File: src/rtl/nes_poll_reader.sv
// Host-side NES controller poller: frames a latch pulse and eight sclk half-periods
// per poll tick, deserializes the active-low serial stream and publishes button bits.
module nes_poll_reader #(
  parameter int POLL_CYCLES  = 833333,
  parameter int LATCH_CYCLES = 600,
  parameter int HALF_CYCLES  = 300
) (
  input  logic       clk,
  input  logic       reset,
  input  logic       en,
  input  logic       data_in,
  output logic       latch,
  output logic       sclk,
  output logic [7:0] buttons,
  output logic       valid,
  output logic       changed
);

  localparam int PW   = $clog2(POLL_CYCLES);
  localparam int TMAX = (LATCH_CYCLES > HALF_CYCLES) ? LATCH_CYCLES : HALF_CYCLES;
  localparam int TW   = $clog2(TMAX);
  localparam logic [PW-1:0] POLL_LAST  = PW'(POLL_CYCLES - 1);
  localparam logic [TW-1:0] LATCH_LAST = TW'(LATCH_CYCLES - 1);
  localparam logic [TW-1:0] HALF_LAST  = TW'(HALF_CYCLES - 1);

  typedef enum logic [2:0] {S_IDLE, S_LATCH, S_LOW, S_HIGH, S_DONE} state_t;

  state_t          state, state_nxt;
  logic [PW-1:0]   poll_cnt;
  logic [TW-1:0]   tmr, tmr_nxt;
  logic [2:0]      idx, idx_nxt;
  logic [7:0]      shift, shift_nxt;
  logic            din_p0, din_p1;
  logic            tick;
  logic            publish;

  assign tick = (poll_cnt == POLL_LAST);

  // Stage p0/p1: two-flop synchronizer on the controller's serial output
  always_ff @(posedge clk or negedge reset) begin
    if (!reset) begin
      din_p0 <= 1'b1;
      din_p1 <= 1'b1;
    end else begin
      din_p0 <= data_in;
      din_p1 <= din_p0;
    end
  end

  always_ff @(posedge clk or negedge reset) begin
    if (!reset) begin
      poll_cnt <= '0;
    end else if (tick) begin
      poll_cnt <= '0;
    end else begin
      poll_cnt <= poll_cnt + 1'b1;
    end
  end

  always_comb begin
    state_nxt = state;
    tmr_nxt   = tmr + 1'b1;
    idx_nxt   = idx;
    shift_nxt = shift;
    publish   = 1'b0;
    case (state)
      S_IDLE: begin
        tmr_nxt = '0;
        if (tick && en) state_nxt = S_LATCH;
      end
      S_LATCH: begin
        if (tmr == LATCH_LAST) begin
          tmr_nxt   = '0;
          idx_nxt   = '0;
          state_nxt = S_LOW;
        end
      end
      S_LOW: begin
        if (tmr == HALF_LAST) begin
          tmr_nxt        = '0;
          shift_nxt[idx] = din_p1;
          if (idx == 3'd7) begin
            publish   = 1'b1;
            state_nxt = S_DONE;
          end else begin
            state_nxt = S_HIGH;
          end
        end
      end
      S_HIGH: begin
        if (tmr == HALF_LAST) begin
          tmr_nxt   = '0;
          idx_nxt   = idx + 1'b1;
          state_nxt = S_LOW;
        end
      end
      S_DONE: begin
        tmr_nxt   = '0;
        state_nxt = S_IDLE;
      end
      default: begin
        tmr_nxt   = '0;
        state_nxt = S_IDLE;
      end
    endcase
  end

  // Outputs are registered from the next state so they line up with the state itself
  always_ff @(posedge clk or negedge reset) begin
    if (!reset) begin
      state   <= S_IDLE;
      tmr     <= '0;
      idx     <= '0;
      shift   <= '0;
      latch   <= 1'b0;
      sclk    <= 1'b0;
      valid   <= 1'b0;
      changed <= 1'b0;
      buttons <= 8'h00;
    end else begin
      state   <= state_nxt;
      tmr     <= tmr_nxt;
      idx     <= idx_nxt;
      shift   <= shift_nxt;
      latch   <= (state_nxt == S_LATCH);
      sclk    <= (state_nxt == S_HIGH);
      valid   <= publish;
      changed <= publish && ((~shift_nxt) != buttons);
      if (publish) buttons <= ~shift_nxt;
    end
  end

endmodule

File: config.mk
export PLATFORM = sky130hd
export DESIGN_NAME = nes_poll_reader
export DESIGN_NICKNAME = d
export VERILOG_FILES = /design/src/rtl/nes_poll_reader.sv
export SDC_FILE = /design/constraint.sdc
export NUM_CORES = 1
export LEC_CHECK = 0
export CORE_MARGIN = 2
export CORE_UTILIZATION = 25
export DETAILED_ROUTE_END_ITERATION = 8
export GPL_ROUTABILITY_DRIVEN = 0
export RECOVER_POWER = 100
export SLEW_MARGIN = 25
export SYNTH_ARGS = -nofsm -noshare
export SYNTH_HDL_FRONTEND = slang
export SYNTH_SLANG_ARGS = --single-unit
File: constraint.sdc
create_clock -name clk -period 2.6 [get_ports clk]
set_clock_uncertainty 0.15 [all_clocks]
set_input_delay 0.52 -clock clk [delete_from_list [all_inputs] [get_ports clk]]
set_output_delay 0.52 -clock clk [all_outputs]
set_load 0.005 [all_outputs]
==> results of run 1 <==
[final cells by class]
type	instances	area (sq um)	share of cell area (%)
clock inverter	5	77.57	2.031
timing repair buffer	24	197.7	5.175
inverter	23	86.33	2.260
clock buffer	11	242.7	6.354
sequential	58	1454	38.06
multi-input combinational	216	1546	40.48
tap	172	215.2	5.634
[per-stage QoR]
stage	setup slack [ns]	hold slack (ns)	util, %	total power [uW]	cells
final	0.1944	0.2037	30.27	2195	509
after detailed placement	0.3183	0.1975	28.02	954.4	493
after floorplan	0.5489	0.07441	-	926.6	317
after global routing	0.03671	0.2118	30.27	2276	509
after global placement	0.3828	0.1972	28.02	954.1	493
after CTS	0.2369	0.02263	30.56	2229	509
[cells by family (layout without fill, tap and decap cells)]
family          after synthesis  count (layout)  synth area share [%]
simple gates                107             107                 19.48
fa+ha+maj                     5               5                 1.940
flops                        58              58                 45.09
buf+inv                      43              63                 6.674
xor+xnor                     26              26                 7.063
compound gates               60              60                 13.81
mux                          18              18                 5.937
[worst min-delay path by stage]
stage / slack [ns] / endpoint / startpoint
global placement: 0.20 / din_p1 / din_p0
detailed placement: 0.20 / din_p1 / din_p0
floorplan: 0.07 / buttons[0] / reset
finish: 0.20 / din_p1 / din_p0
global route: 0.21 / din_p1 / din_p0
CTS: 0.02 / latch / reset
[metal layers]
metal | GRT usage [%] | routed length (um) | up-vias
met5 | 0 | 0 | -
met4 | 3.464 | 106 | 0
met3 | 3.731 | 299 | 14
met2 | 17.00 | 3223 | 58
met1 | 12.84 | 3231 | 1198
li1 | - | - | 1177
[registers in the layout (all words and copies together) (netlist names), 3 cells and up]
name	cells
buttons	8
idx	3
poll_cnt	20
shift	8
state	3
tmr	10
[critical path, cell delays in order (launching register included)]
cell,delay [ns]
dfrtp_1,0.38
ha_1,0.23
and4b_1,0.26
clkbuf_1,0.36
and3_1,0.28
nor4b_1,0.44
mux2_2,0.24
[synth_stat cells, types with 2 or more instances]
cell	number
nor2_1	27
nand2_1	18
a31o_2	2
xor2_1	9
nor4b_1	2
buf_2	7
buf_4	4
a41oi_2	2
mux2i_1	9
dfstp_2	2
a22o_1	2
nand3b_1	3
nor4_1	6
a21oi_1	11
clkbuf_1	5
dfrtp_1	56
inv_1	23
o21ai_1	3
a41oi_1	15
a211oi_1	17
xnor2_1	17
and3_1	8
nand4_1	7
and4b_1	2
ha_1	5
o21ai_0	5
nor3_1	4
nand3_1	8
nor3b_1	3
nor2b_1	2
buf_6	4
and2_1	3
mux2_2	9
and4_1	5
[report_power, final]
part           switching [uW]  internal, uW
Clock                     402           860
Combinational            18.6          4.25
Sequential               3.75           907
==> run_results.csv, run 1 <==
group,metric,value,unit
setup_path,crit_fanout,10,
clock_network,cts_max_path_buffers,2,
synth,synth_warnings,0,
clock_network,post_cts_buffers,0,
clock_network,cts_tree,"yes",
drt,routed_wl,6861,um
sta,rsz0062_at_grt,"no",
clock_network,cts_sinks,58,
drt,vias,2447,
sta,min_period,2.406,ns
cells_and_area,syn_to_final_growth,18.47,%
drt,viasPerCell,4.807,
setup_path,crit_path_end_kind,"flop",
setup_path,reg2regPathDepth,6,
sta,hold_violations,0,
setup_path,crit_path_start_kind,"flop",
setup_path,rrSetupSlack,0.19,ns
synth,synthTopCellsByArea,"dfrtp_1 (43%), xnor2_1 (4.6%), a41oi_1 (4.1%)",
setup_path,worstSetupPathType,"flop to flop",
worst_hold_path,holdPathStages,0,
floorplanning,die_y,117.6,um
synth,synth_sequential_area_ratio,45.09,%
synth,syn_nets,326,
sta,slew_violations,0,
synth,synth_top_cell_by_area,"dfrtp_1",
sta,max_slew_margin,28.08,%
floorplanning,num_io_pins,16,
setup_path,arrival,2.52,ns
floorplanning,dieArea,0.01382,sq mm
placed_design,hpwlAfterDp,4777,um
setup_path,crit-reg2reg-capture,"idx[0]",
floorplanning,die_w,117.6,um
cells_and_area,nets,341,
synth,syn_inst,317,
global_route,antenna_found_initial,0,
worst_hold_path,hold_path_class,"flop to flop",
run,cap_violations,0,
placed_design,place_area,0.003536,sq mm
global_route,grt_usage,10.43,%
clock_network,insertion_delay,0.33,ns
placed_design,portBuffers,15,
clock_network,postCtsHoldBufs,0,
setup_path,startpoint,"tmr[0]",
synth,avgSynthCellArea,10.17,sq um
sta,fin_crit_sh,92.52,%
sta,tns,0,ns
synth,synthFlopType,"dfrtp_1",
floorplanning,start_util,25.55,%
cells_and_area,final_common_cell,"dfrtp_1",
sta,setup_viol,0,
clock_network,cts_buffers,9,
cells_and_area,final_area,0.003820,sq mm
power,total_leakage_power,0.001614,uW
drt,postRouteAntennaNets,0,
cells_and_area,final_cell_mix,"dfrtp_1 (56), nor2_1 (27), inv_1 (23)",
synth,synth-edff-count,0,
drt,drc,0,
sta,tightest_slew,1.079,ns
drt,wl_per_cell,13.48,um
cells_and_area,fill_cells,1329,
cells_and_area,drive_gt1_share,11.57,%
clock_network,cts_resized,0,
synth,synth_top_area_share,43.46,%
global_route,gr-total-overflow,0,
synth,syn_area,0.003224,sq mm
status,status,"complete, no violations",
clock_network,htree_levels,3,
floorplanning,rows,41,
synth,synth_seq_cells,58,
power,power_density,574.7,mW/mm^2
power,peakVddDrop,0.2717,mV
drt,drtPass1Iterations,4,
setup_path,crit_end,"idx[0]",
floorplanning,core_area,0.01262,sq mm
global_route,grt_pass1_vias,2444,
setup_path,regToRegStartpoint,"tmr[0]",
sta,max_freq,415.7,MHz
drt,drtIter0Drc,108,
cells_and_area,n_antenna_cell,0,
synth,yosysUniqueCellTypes,46,
clock_network,clkTransAtPathRegs,0.05,ns
clock_network,cts-root-buf,"clkbuf_16",
global_route,grt_pass1_wl,11750,um
synth,async_flop_share,100.0,%
setup_path,crit_required,2.71,ns
global_route,grt_max_degree,40,
Power figures use the tool's default switching activity.
==> run 2: changes to the inputs <==
--- a/config.mk
+++ b/config.mk
@@ -9,6 +9,7 @@
 export CORE_UTILIZATION = 25
 export DETAILED_ROUTE_END_ITERATION = 8
 export GPL_ROUTABILITY_DRIVEN = 0
+export MAX_ROUTING_LAYER = met4
 export RECOVER_POWER = 100
 export SLEW_MARGIN = 25
 export SYNTH_ARGS = -nofsm -noshare
==> run_results.csv, run 2 (synthesis gave the netlist of run 1 again) <==
group,metric,value,unit
sta,max_freq,414.2,MHz
drt,wl_per_cell,13.56,um
cells_and_area,regMostFlops,"poll_cnt",
global_route,gr-total-overflow,0,
power,total_power,2193,uW
setup_path,crit_fanout,10,
clock_network,cts_sinks,58,
placed_design,hpwlAfterDp,4777,um
sta,hold_violations,0,
clock_network,cts_tree,"yes",
run,cap_violations,0,
drt,vias,2444,
cells_and_area,syn_to_final_growth,18.47,%
setup_path,arrival,2.53,ns
global_route,grt_pass1_wl,11780,um
drt,postRouteAntennaNets,0,
floorplanning,die_y,117.6,um
sta,fin_crit_sh,92.86,%
drt,drtIter0Drc,123,
sta,min_period,2.414,ns
floorplanning,num_io_pins,16,
clock_network,postCtsHoldBufs,0,
clock_network,insertion_delay,0.33,ns
cells_and_area,fill_cells,1329,
cells_and_area,final_common_cell,"dfrtp_1",
cells_and_area,final_cell_mix,"dfrtp_1 (56), nor2_1 (27), inv_1 (23)",
sta,whs,0.2037,ns
cells_and_area,largestRegisters,"poll_cnt x20, tmr x10",
cells_and_area,drive_gt1_share,11.57,%
global_route,grt_max_degree,40,
clock_network,clkTransAtPathRegs,0.05,ns
setup_path,worstSetupPathType,"flop to flop",
sta,max_slew_margin,28.51,%
status,status,"complete, no violations",
clock_network,cts-root-buf,"clkbuf_16",
floorplanning,start_util,25.55,%
power,power_density,574.2,mW/mm^2
sta,setup_viol,0,
floorplanning,dieArea,0.01382,sq mm
placed_design,portBuffers,15,
sta,slew_violations,0,
clock_network,cts_buffers,9,
cells_and_area,largest_reg_flops,20,
floorplanning,die_w,117.6,um
clock_network,post_cts_buffers,0,
clock_network,htree_levels,3,
floorplanning,rows,41,
cells_and_area,n_antenna_cell,0,
setup_path,crit_path_end_kind,"flop",
drt,drtPass1Iterations,4,
clock_network,cts_max_path_buffers,2,
cells_and_area,nets,341,
global_route,antenna_found_initial,0,
setup_path,crit_path_start_kind,"flop",
worst_hold_path,hold_path_class,"flop to flop",
drt,viasPerCell,4.802,
sta,tightest_slew,1.072,ns
drt,drc,0,
power,peakVddDrop,0.2706,mV
setup_path,crit_required,2.71,ns
global_route,grt_usage,10.75,%
sta,rsz0062_at_grt,"no",
floorplanning,core_area,0.01262,sq mm
global_route,grt_pass1_vias,2448,
sta,tns,0,ns
power,total_leakage_power,0.001614,uW
drt,routed_wl,6903,um
clock_network,cts_resized,0,
[run 2: cell counts in the layout (fill, tap and decap cells not counted)]
No cell type changed its count.
[run 2: routing by layer]
| metal | vias to the layer above | track usage [%] | routed length [um] |
|---|---|---|---|
| met5 | - | - | 0 |
| met3 | 13 | 3.731 | 371 |
| met2 | 64 | 17.00 | 3212 |
| met4 | 0 | 3.464 | 103 |
| li1 | 1179 | - | - |
| met1 | 1188 | 12.90 | 3216 |
[run 2: final timing paths]
path / depth (start not counted) / slack, ns / end / startpoint
worst max-delay path: 6 / 0.19 / idx[0] / tmr[0]
worst min-delay path: 0 / 0.20 / din_p1 / din_p0
worst max register to register: 6 / 0.19 / idx[0] / tmr[0]
worst min register to register: 0 / 0.20 / din_p1 / din_p0
max in group asynchronous: 2 / 0.57 / poll_cnt[15] / reset
min in group asynchronous: 1 / 0.22 / buttons[2] / reset
[run 2: power by group]
group          internal [uW]  switching (uW)
clock network            860             399
logic                   4.25            18.5
registers                907            3.94
[run 2: critical path, stage by stage, from the launching register on]
cell      delay, ns
dfrtp_1        0.38
ha_1           0.23
and4b_1        0.26
clkbuf_1       0.37
and3_1         0.28
nor4b_1        0.44
mux2_2         0.24
[run 2: stage by stage]
step / worst slack, ns / utilization, % / area (sq um) / std cells
final: 0.1856 / 30.27 / 3820 / 509
after CTS: 0.2369 / 30.56 / 3856 / 509
after floorplan: 0.5489 / - / 3224 / 317
after global placement: 0.3828 / 28.02 / 3536 / 493
after detailed placement: 0.3183 / 28.02 / 3536 / 493
after global routing: 0.03671 / 30.27 / 3820 / 509
[run 2: final cells by class]
class / instances / area [sq um] / share of cell area, %
flip-flops and latches: 58 / 1454 / 38.06
inverters: 23 / 86.33 / 2.260
multi-input cells: 216 / 1546 / 40.48
repair buffers: 24 / 197.7 / 5.175
well taps: 172 / 215.2 / 5.634
clock buffers: 11 / 242.7 / 6.354
clock inverters: 5 / 77.57 / 2.031
==> run 3: changes to the inputs <==
--- a/config.mk
+++ b/config.mk
@@ -5,10 +5,9 @@
 export SDC_FILE = /design/constraint.sdc
 export NUM_CORES = 1
 export LEC_CHECK = 0
-export CORE_MARGIN = 2
+export CORE_MARGIN = 4
 export CORE_UTILIZATION = 25
 export DETAILED_ROUTE_END_ITERATION = 8
-export GPL_ROUTABILITY_DRIVEN = 0
 export MAX_ROUTING_LAYER = met4
 export RECOVER_POWER = 100
 export SLEW_MARGIN = 25
==> run_results.csv, run 3 (synthesis gave the netlist of run 1 again) <==
group,metric,value,unit
status,status,"complete, no violations",
clock_network,post_cts_buffers,0,
placed_design,portBuffers,15,
cells_and_area,largest_reg_flops,20,
setup_path,worstSetupPathType,"flop to flop",
drt,viasPerCell,4.725,
sta,hold_violations,0,
power,seqPwrFrac,41.5,%
floorplanning,die_w,121.6,um
sta,slew_violations,0,
setup_path,crit_path_end_kind,"flop",
cells_and_area,seq_area,0.001454,sq mm
global_route,grt_pass1_vias,2439,
cells_and_area,drive_gt1_share,12.13,%
cells_and_area,syn_to_final_growth,19.21,%
floorplanning,core_area,0.01262,sq mm
drt,drc,0,
sta,max_slew_margin,13.99,%
global_route,grt_max_degree,38,
cells_and_area,n_antenna_cell,0,
cells_and_area,regMostFlops,"poll_cnt",
global_route,globalRoute.busiestLayer,"met2",
power,peakVddDrop,0.2564,mV
power,combPwrFrac,1.2,%
placed_design,gp_congestion,0.8725,
power,total_leakage_power,0.001625,uW
global_route,grt_pass1_wl,11960,um
cells_and_area,final_util,30.46,%
drt,postRouteAntennaNets,0,
floorplanning,start_util,25.55,%
setup_path,cp_slowest_stage_delay,0.37,ns
clock_network,cts_tree,"yes",
sta,setup_viol,0,
clock_network,cts_buffers,9,
worst_hold_path,hold_path_class,"flop to flop",
global_route,met3_usage,2.786,%
setup_path,crit_required,2.64,ns
clock_network,cts_max_path_buffers,2,
floorplanning,die_y,121.6,um
placed_design,place_area,0.003543,sq mm
cells_and_area,final_cell_mix,"dfrtp_1 (56), nor2_1 (27), inv_1 (23)",
power,p_clk_share,57.3,%
floorplanning,rows,41,
drt,drtIter0Drc,208,
power,swShare,19.22,%
setup_path,crit_fanout,12,
cells_and_area,final_common_cell,"dfrtp_1",
cells_and_area,final_area,0.003844,sq mm
cells_and_area,largestRegisters,"poll_cnt x20, tmr x10",
power,power_density,571.4,mW/mm^2
global_route,gr-total-overflow,0,
setup_path,arrival,2.33,ns
power,p_int,1774,uW
clock_network,htree_levels,3,
clock_network,insertion_delay,0.32,ns
global_route,grtUsageMet2,15.82,%
setup_path,cp_slowest_cell,"dfrtp_1",
placed_design,hpwlAfterDp,4829,um
drt,drtPass1Iterations,4,
setup_path,path_cells,"ha_1 > and4b_1 > and4_1 > buf_4 > a211oi_1 > nor4_1 > a41oi_1",
sta,tightest_slew,1.290,ns
cells_and_area,nets,342,
sta,tns,0,ns
cells_and_area,multiInputGateArea,0.001548,sq mm
clock_network,cts_resized,0,
global_route,grt_usage,10.37,%
global_route,grt_use_met1,12.94,%
clock_network,postCtsHoldBufs,0,
drt,vias,2410,
sta,max_freq,435.8,MHz
global_route,antenna_found_initial,0,
power,power.switching,422.3,uW
floorplanning,num_io_pins,16,
clock_network,cts_sinks,58,
sta,whs,0.2043,ns
drt,routed_wl,6915,um
setup_path,crit_path_start_kind,"flop",
clock_network,clkTransAtPathRegs,0.05,ns
floorplanning,dieArea,0.01478,sq mm
sta,fin_crit_sh,88.26,%
sta,rsz0062_at_grt,"no",
cells_and_area,fill_cells,1328,
sta,min_period,2.295,ns
drt,wl_per_cell,13.56,um
run,cap_violations,0,
clock_network,cts-root-buf,"clkbuf_16",
==> run 3: worst max-delay path, delay by kind of cell, from the launching register on <==
kind	cells	cell delay [ns]
simple gates	3	0.92
flops	1	0.37
fa+ha+maj	1	0.23
compound gates	2	0.24
buf+inv	1	0.24
==> run 3: path summary, 6_finish.rpt <==
check                       start  slack (ns)      end  cells past startpoint
max reg2reg                tmr[0]        0.31  changed                      7
max in group asynchronous   reset        1.12   din_p0                      2
max                        tmr[0]        0.31  changed                      7
min                        din_p0        0.20   din_p1                      0
min reg2reg                din_p0        0.20   din_p1                      0
min in group asynchronous   reset        0.31    latch                      1
==> run 3: area by class of cell <==
type                       instances  share of cell area (%)
inverter                          23                   2.246
multi-input combinational        216                   40.27
timing repair buffer              25                   5.729
sequential                        58                   37.83
tap                              172                   5.599
clock buffer                      11                   6.315
clock inverter                     5                   2.018
==> run 3: per-stage QoR <==
step | power, uW | setup slack, ns | instances
final | 2196 | 0.3053 | 510
after global routing | 2287 | 0.08815 | 510
after CTS | 2242 | 0.3030 | 510
after detailed placement | 954.6 | 0.3117 | 494
after global placement | 953.9 | 0.3749 | 494
after floorplan | 926.6 | 0.5489 | 317
==> run 3: per-layer routing <==
layer,vias up,routed length (um)
li1,1180,-
met1,1167,3271
met2,51,3251
met3,12,281
met4,0,112
met5,-,0
==> run 3: power by group through the flow <==
stage / Sequential (uW) / Clock, uW / Combinational (uW)
after global placement: 926 / 0 / 28.2
after global routing: 910 / 1350 / 31.7
after CTS: 910 / 1300 / 28.9
after detailed placement: 926 / 0 / 28.8
after floorplan: 923 / 0 / 3.45
final: 911 / 1260 / 26.0
